File: config.mk
export PLATFORM = sky130hd
export DESIGN_NAME = debug_display_scanner
export DESIGN_NICKNAME = d
export VERILOG_FILES = /design/src/rtl/debug_display_pkg.sv /design/src/rtl/debug_scan_counter.sv /design/src/rtl/debug_display_scanner.sv
export SDC_FILE = /design/constraint.sdc
export NUM_CORES = 2
export LEC_CHECK = 0
export CAP_MARGIN = 20
export CORE_AREA = 2 2 415 417
export CTS_BUF_LIST = sky130_fd_sc_hd__clkbuf_16
export DETAILED_ROUTE_END_ITERATION = 8
export DIE_AREA = 0 0 417 419
export DONT_BUFFER_PORTS = 1
export PLACE_DENSITY = 0.61
export SLEW_MARGIN = 10
export SYNTH_ARGS = -nofsm -noshare
export SYNTH_HDL_FRONTEND = slang
export SYNTH_SLANG_ARGS = --single-unit
File: constraint.sdc
create_clock -name clock -period 93.3 [get_ports clock]
set_clock_uncertainty 0.2 [all_clocks]
set_input_delay 9.33 -clock clock [delete_from_list [all_inputs] [get_ports clock]]
set_output_delay 9.33 -clock clock [all_outputs]
set_load 0.005 [all_outputs]
File: src/rtl/debug_display_pkg.sv
// Shared state encoding and display fill patterns for the debug display scanner.
package debug_display_pkg;

  typedef enum logic [1:0] {
    S_MANUAL = 2'd0,
    S_SCAN   = 2'd1,
    S_FROZEN = 2'd2
  } state_t;

  // Wide source patterns; the scanner truncates them to its own word width.
  localparam logic [1023:0] ERROR_PAT = {128{8'hDE}};
  localparam logic [1023:0] BLANK_PAT = 1024'h0FF0;

  function automatic int sel_width(input int n);
    return (n > 1) ? $clog2(n) : 1;
  endfunction

endpackage

File: src/rtl/debug_scan_counter.sv
// Scan pointer with dwell timer: load on scan entry, auto-advance at dwell end, manual step.
module debug_scan_counter #(
  parameter int NUM_CH = 32,
  parameter int DWELL  = 50_000_000,
  parameter int SEL_W  = 5
) (
  input  logic             clock,
  input  logic             reset,
  input  logic             load,
  input  logic [SEL_W-1:0] load_ptr,
  input  logic             run,
  input  logic             step,
  output logic [SEL_W-1:0] scan_ptr
);

  localparam int CNT_W = $clog2(DWELL);

  logic [CNT_W-1:0] dwell_cnt;
  logic [SEL_W-1:0] next_ptr;

  // Anything at or past the last channel wraps to channel 0.
  assign next_ptr = (scan_ptr >= SEL_W'(NUM_CH - 1)) ? '0 : scan_ptr + SEL_W'(1);

  always_ff @(posedge clock or posedge reset) begin
    if (reset) begin
      scan_ptr  <= '0;
      dwell_cnt <= '0;
    end else if (load) begin
      scan_ptr  <= load_ptr;
      dwell_cnt <= '0;
    end else if (step) begin
      // A step coinciding with dwell terminal count still advances only once.
      scan_ptr  <= next_ptr;
      dwell_cnt <= '0;
    end else if (run) begin
      if (dwell_cnt == CNT_W'(DWELL - 1)) begin
        scan_ptr  <= next_ptr;
        dwell_cnt <= '0;
      end else begin
        dwell_cnt <= dwell_cnt + CNT_W'(1);
      end
    end
  end

endmodule

File: src/rtl/debug_display_scanner.sv
// Probe-bus viewer: manual channel select, timed auto-scan, and a frozen snapshot mode.
// Handshake: none; every output is a registered level updated on each clock edge.
module debug_display_scanner
  import debug_display_pkg::*;
#(
  parameter  int NUM_CH = 32,
  parameter  int DATA_W = 32,
  parameter  int DWELL  = 50_000_000,
  localparam int SEL_W  = sel_width(NUM_CH)
) (
  input  logic                     clock,
  input  logic                     reset,
  input  logic [NUM_CH*DATA_W-1:0] probe_bus,
  input  logic [SEL_W-1:0]         display_select,
  input  logic                     scan_mode,
  input  logic                     freeze_pulse,
  input  logic                     step_pulse,
  input  logic                     display_blank,
  output logic [DATA_W-1:0]        hex_display,
  output logic [SEL_W-1:0]         shown_channel,
  output logic                     frozen,
  output state_t                   fsm_state
);

  state_t                   state;
  logic [NUM_CH*DATA_W-1:0] snapshot;
  logic [SEL_W-1:0]         scan_ptr;
  logic [SEL_W-1:0]         ch;
  logic [DATA_W-1:0]        live_word;
  logic [DATA_W-1:0]        snap_word;
  logic                     ch_bad;
  logic                     scan_load;
  logic                     scan_run;
  logic                     scan_step;

  assign fsm_state = state;

  assign scan_load = (state == S_MANUAL) && scan_mode && !freeze_pulse;
  assign scan_run  = (state == S_SCAN) && scan_mode && !freeze_pulse;
  assign scan_step = step_pulse && !freeze_pulse &&
                     (((state == S_SCAN) && scan_mode) || (state == S_FROZEN));

  debug_scan_counter #(
    .NUM_CH (NUM_CH),
    .DWELL  (DWELL),
    .SEL_W  (SEL_W)
  ) u_scan_counter (
    .clock    (clock),
    .reset    (reset),
    .load     (scan_load),
    .load_ptr (display_select),
    .run      (scan_run),
    .step     (scan_step),
    .scan_ptr (scan_ptr)
  );

  always_comb begin
    case (state)
      S_MANUAL: ch = display_select;
      S_SCAN:   ch = scan_ptr;
      default:  ch = scan_mode ? scan_ptr : display_select;
    endcase
    live_word = '0;
    snap_word = '0;
    ch_bad    = 1'b1;
    for (int k = 0; k < NUM_CH; k++) begin
      if (ch == SEL_W'(k)) begin
        live_word = probe_bus[k*DATA_W +: DATA_W];
        snap_word = snapshot[k*DATA_W +: DATA_W];
        ch_bad    = 1'b0;
      end
    end
  end

  always_ff @(posedge clock or posedge reset) begin
    if (reset) begin
      state         <= S_MANUAL;
      snapshot      <= '0;
      hex_display   <= '0;
      shown_channel <= '0;
      frozen        <= 1'b0;
    end else begin
      shown_channel <= ch;
      if (display_blank)
        hex_display <= DATA_W'(BLANK_PAT);
      else if (ch_bad)
        hex_display <= DATA_W'(ERROR_PAT);
      else
        hex_display <= (state == S_FROZEN) ? snap_word : live_word;

      case (state)
        S_MANUAL, S_SCAN: begin
          if (freeze_pulse) begin
            snapshot <= probe_bus;
            state    <= S_FROZEN;
            frozen   <= 1'b1;
          end else begin
            state <= scan_mode ? S_SCAN : S_MANUAL;
          end
        end
        S_FROZEN: begin
          if (freeze_pulse) begin
            state  <= scan_mode ? S_SCAN : S_MANUAL;
            frozen <= 1'b0;
          end
        end
        default: begin
          state  <= S_MANUAL;
          frozen <= 1'b0;
        end
      endcase
    end
  end

endmodule
==> results <==
- The detailed-route via count is 56,500.
- The slew of the pin with the lowest slew margin is 1280 ps.
- The share of synthesized area in the top cell type comes to 46.2%.
- The clock-pin transition on the worst setup and hold timing paths is 60 ps.
- The netlist uses 85 different library cells.
- For this block, the initial DRC count from the detailed router was approximately 9,800.
- The width of the die is between 400 and 500 um.
- The cell leakage power is 0.0256 uW.
- The setup TNS is 0 ps.
- The synthesized area per cell is 10.5 um2.
- The filler cells instantiated in the layout total 16,700.
- The longest individual stage delay on the worst path is ~1000 ps.
- The worst path required time is around 94,000 ps.
- The leading register cell type out of synthesis is sky130_fd_sc_hd__dfrtp_1.
- The most common library cell in the layout ignoring fill and taps is sky130_fd_sc_hd__dfrtp_1.
- about 1,100 I/O pins were placed.
- Port buffering added 0 buffers.
- The initial antenna violation count is 156.
- Setup violations remaining at the end of the flow were counted as 0.
- The largest fanout on the critical path is 63.
- The type of destination of the critical path is a flip-flop.
- The biggest area contributor in the post-synthesis netlist is sky130_fd_sc_hd__dfrtp_1.
- The die covers approximately 0.17 mm2.
- The core box area is 0.171 mm2.
- Relative to the synthesized area, the layout overhead comes to 13.0%.
- The flop and latch count out of synthesis is 1,095.
- In the synthesized netlist the async set-or-reset flop fraction comes to between 90% and 100%.
- The number of pins with negative max-slew slack in the final report came to 0.
- The most numerous cell type found on the critical path is sky130_fd_sc_hd__buf_4.
- The max-cap violation count is 0.
- The first-pass GRT wire length is 480 mm.
- The final estimated routing congestion in global placement is 1.04.
- For this run, the register share of the synthesized area comes to ~46%.
- Per report_power, the clock group accounts for 30.0% of the total.
- Once layout is complete, the utilization of the core stands at between 30% and 40%.
- Dividing the final minimum period by the clock period gives 15.6%.
- The number of enable flip-flop cells after synthesis is 0.
- The sequential share of power is 37.7%.
- The fraction of power spent switching nets is 39.0%.
- The fmax is 68.9 MHz.
- The fraction of power consumed by combinational cells is 32.3%.
- In this run the core area contains 152 standard-cell rows.
- The launching element type of the critical path is a primary input.
- The flow ran to the end, but the final reports show violations.
- Ranked by total cell area, the synthesized netlist is headed by sky130_fd_sc_hd__dfrtp_1 (46%), sky130_fd_sc_hd__mux2_2 (20%), sky130_fd_sc_hd__o21ai_0 (3.8%), sky130_fd_sc_hd__a21oi_1 (3.2%), sky130_fd_sc_hd__nand2_1 (2.9%).
- The iteration count of the initial detailed-routing pass is 9.
- The post-CTS setup buffer count is 0.
- The cell-internal power is 1090 uW.
- The number of hold violations in the final report is 0.
- The number of buffers added to fix hold violations after cts is 0.
- The number of gates resized after cts is 0.
- During synthesis, Yosys emitted a total of 0 warnings.
- The completed layout was analyzed and its total power is 1790 uW.
- The cell sitting at the root of the clock tree is a sky130_fd_sc_hd__clkbuf_16.
- Counting the buffers created by CTS gives 135.
- Clock tree synthesis found a total of 1,095 sinks.
- The total routing resource utilization after global routing is approximately two fifths.
- The worst-case IR drop observed on VDD is approximately 22 uV.
- The post-route netlist has 26.5% of its cells at a drive strength greater than 1.
- The post-detailed-route DRC marker count is 1.
- Setup repair after global routing left no endpoint under its margin.
- Headroom to the max-slew limit came out at 12.6%.
- The mapped cell area is roughly 0.059 mm2.
- For this design the ratio of total power to cell area is 26.7 mW/mm2.
- The worst-case clock buffer depth is 3.
- In the layout the commonest cells are sky130_fd_sc_hd__dfrtp_1 (1,095), sky130_fd_sc_hd__mux2_2 (1,043), sky130_fd_sc_hd__nand2_1 (447).
- For the worst setup path, the data arrival time is 15,100 ps.
- The synthesized instance count is 5,665.
- The class of the worst hold path is flip-flop to flip-flop.
- The clock tree from TritonCTS is built.
- For this design, the slowest cell found on the critical path is sky130_fd_sc_hd__nor4_1.
- After detailed routing, the total wire length is 366 mm.
- The remaining global-route overflow is 0.
- The post-detailed-route via-to-cell ratio is 6.99.
- After layout, the minimum clock period comes to roughly 15,000 ps.
- The via count of the first global-routing pass is 52,100.
- The final reports fail on design-rule violations.
- Counting every net in the synthesized netlist gives 6,703.
- The HPWL after detailed placement is 276 mm.
- At the later pin of the worst-skew pair, clock insertion delay measures between 800 and 900 ps.
- The power dissipated by switching net loads is just under 700 uW.
- Dividing the detail-routed wire length by the instance count gives 45.3 um.
- The worst hold margin is 299 ps.
- The number of nets still failing antenna checks after routing is 0.
- The critical path goes through mux2_4, mux2i_4, inv_8, buf_4, buf_4, buf_4, o21ai_0, a311oi_1, a211oi_1, nor4_1, o21ai_1, a21oi_1, a211o_1.
- The initial utilization of the core area, before any placement, comes to 34.7%.
- From bottom edge to top edge, the die measures between 400 and 500 um.
- The maximum number of pins on one net before global-route repair is 179.
- The critical path is of the primary input to flip-flop type.
- In the final design database the tool counted 6,502 nets.
- The number of H-tree levels is 4.
[layout make-up]
class                      count  area (um2)  area share (%)
timing repair buffer         150        1290            1.92
clock inverter                98         943            1.41
clock buffer                 137        3430            5.12
sequential                  1095       27400            40.9
tap                         2233        2790            4.17
inverter                      15        78.8           0.118
antenna                      288         721            1.08
multi-input combinational   4067       30300            45.3
[worst max-delay path: cells and delay by family]
kind | cells | cell delay, ps
buf+inv | 4 | 2130
compound gates | 6 | 1610
simple gates | 1 | 1040
mux | 2 | 710
[cell families (layout without fill, tap and decap cells)]
family                     after synthesis  count (layout)  share of synthesized area, %
xor gates and xnor gates                15              15                         0.222
buffers and inverters                  503             400                          3.52
and+or+nand+nor                       1141            1141                          8.72
adders and majority gates                3               3                        0.0634
muxes                                 1127            1127                          21.3
other                                    0             288                             0
DFF                                   1095            1095                          46.2
AOI/OAI and AO/OA                     1781            1781                          19.9
[worst paths after layout]
| path | startpoint | to | slack (ps) | cells after the start |
|---|---|---|---|---|
| setup / recovery | scan_mode | hex_display[31]$_DFF_PP0_ | 78780 | 13 |
| hold / removal | u_scan_counter.dwell_cnt[25]$_DFFE_PP0P_ | u_scan_counter.dwell_cnt[25]$_DFFE_PP0P_ | 300 | 1 |
| setup reg to reg | fsm_state[1]$_DFFE_PP0P_ | hex_display[31]$_DFF_PP0_ | 86540 | 13 |
| hold reg to reg | u_scan_counter.dwell_cnt[25]$_DFFE_PP0P_ | u_scan_counter.dwell_cnt[25]$_DFFE_PP0P_ | 300 | 1 |
| max in group asynchronous | reset | hex_display[5]$_DFF_PP0_ | 80710 | 6 |
| min in group asynchronous | reset | shown_channel[3]$_DFF_PP0_ | 8250 | 1 |
[state kept, by name, indices dropped and copies added, names as in the netlist]
register	count
hex_display	32
shown_channel	5
fsm_state	2
snapshot	1024
u_scan_counter.dwell_cnt	26
frozen	1
u_scan_counter.scan_ptr	5
[through the flow]
step	cells	worst slack (ps)	instance area [um2]
after floorplan	5665	52940	59300
after global placement	7548	78310	61700
after detailed placement	7553	78260	61700
after CTS	7788	79120	66100
after global routing	8013	78710	66800
final	8083	78780	67000
[cell usage after synthesis, types with 13 or more instances]
| library cell | number |
|---|---|
| sky130_fd_sc_hd__a222oi_1 | 49 |
| sky130_fd_sc_hd__nand4_1 | 31 |
| sky130_fd_sc_hd__nor4_1 | 40 |
| sky130_fd_sc_hd__a31oi_1 | 68 |
| sky130_fd_sc_hd__a211oi_1 | 50 |
| sky130_fd_sc_hd__o211ai_1 | 53 |
| sky130_fd_sc_hd__a2111oi_0 | 30 |
| sky130_fd_sc_hd__nor3_1 | 97 |
| sky130_fd_sc_hd__or3_1 | 15 |
| sky130_fd_sc_hd__mux2i_1 | 76 |
| sky130_fd_sc_hd__a21o_1 | 13 |
| sky130_fd_sc_hd__nand3_1 | 89 |
| sky130_fd_sc_hd__nand2_1 | 453 |
| sky130_fd_sc_hd__a211o_1 | 24 |
| sky130_fd_sc_hd__buf_1 | 53 |
| sky130_fd_sc_hd__clkbuf_1 | 301 |
| sky130_fd_sc_hd__o2111ai_1 | 25 |
| sky130_fd_sc_hd__o21ai_0 | 446 |
| sky130_fd_sc_hd__nor2_1 | 298 |
| sky130_fd_sc_hd__a221o_1 | 30 |
| sky130_fd_sc_hd__o22ai_1 | 135 |
| sky130_fd_sc_hd__a21oi_1 | 383 |
| sky130_fd_sc_hd__nand2b_1 | 16 |
| sky130_fd_sc_hd__a22oi_1 | 79 |
| sky130_fd_sc_hd__a22o_1 | 18 |
| sky130_fd_sc_hd__mux2_2 | 1044 |
| sky130_fd_sc_hd__nor4b_1 | 13 |
| sky130_fd_sc_hd__a221oi_1 | 153 |
| sky130_fd_sc_hd__dfrtp_1 | 1095 |
| sky130_fd_sc_hd__buf_2 | 125 |
| sky130_fd_sc_hd__and3_1 | 18 |
| sky130_fd_sc_hd__o221ai_1 | 102 |
[per-layer routing]
metal | track usage [%] | vias to the layer above | part of all wire [%]
met1 | 44.1 | 28700 | 33
met5 | 0 | - | 0.10
met3 | 20.1 | 1265 | 15
met2 | 58.1 | 4893 | 42
li1 | - | 21600 | -
met4 | 34.2 | 48 | 9.8
[power by group through the flow]
stage / combinational, uW / sequential (uW) / clock, uW
2_1_floorplan: 332 / 643 / 0
3_3_place_gp: 541 / 671 / 0
3_5_place_dp: 548 / 675 / 0
4_1_cts: 550 / 667 / 536
5_1_grt: 589 / 681 / 555
6_report: 576 / 674 / 536
Note: power is estimated with default switching activity, not from simulation.
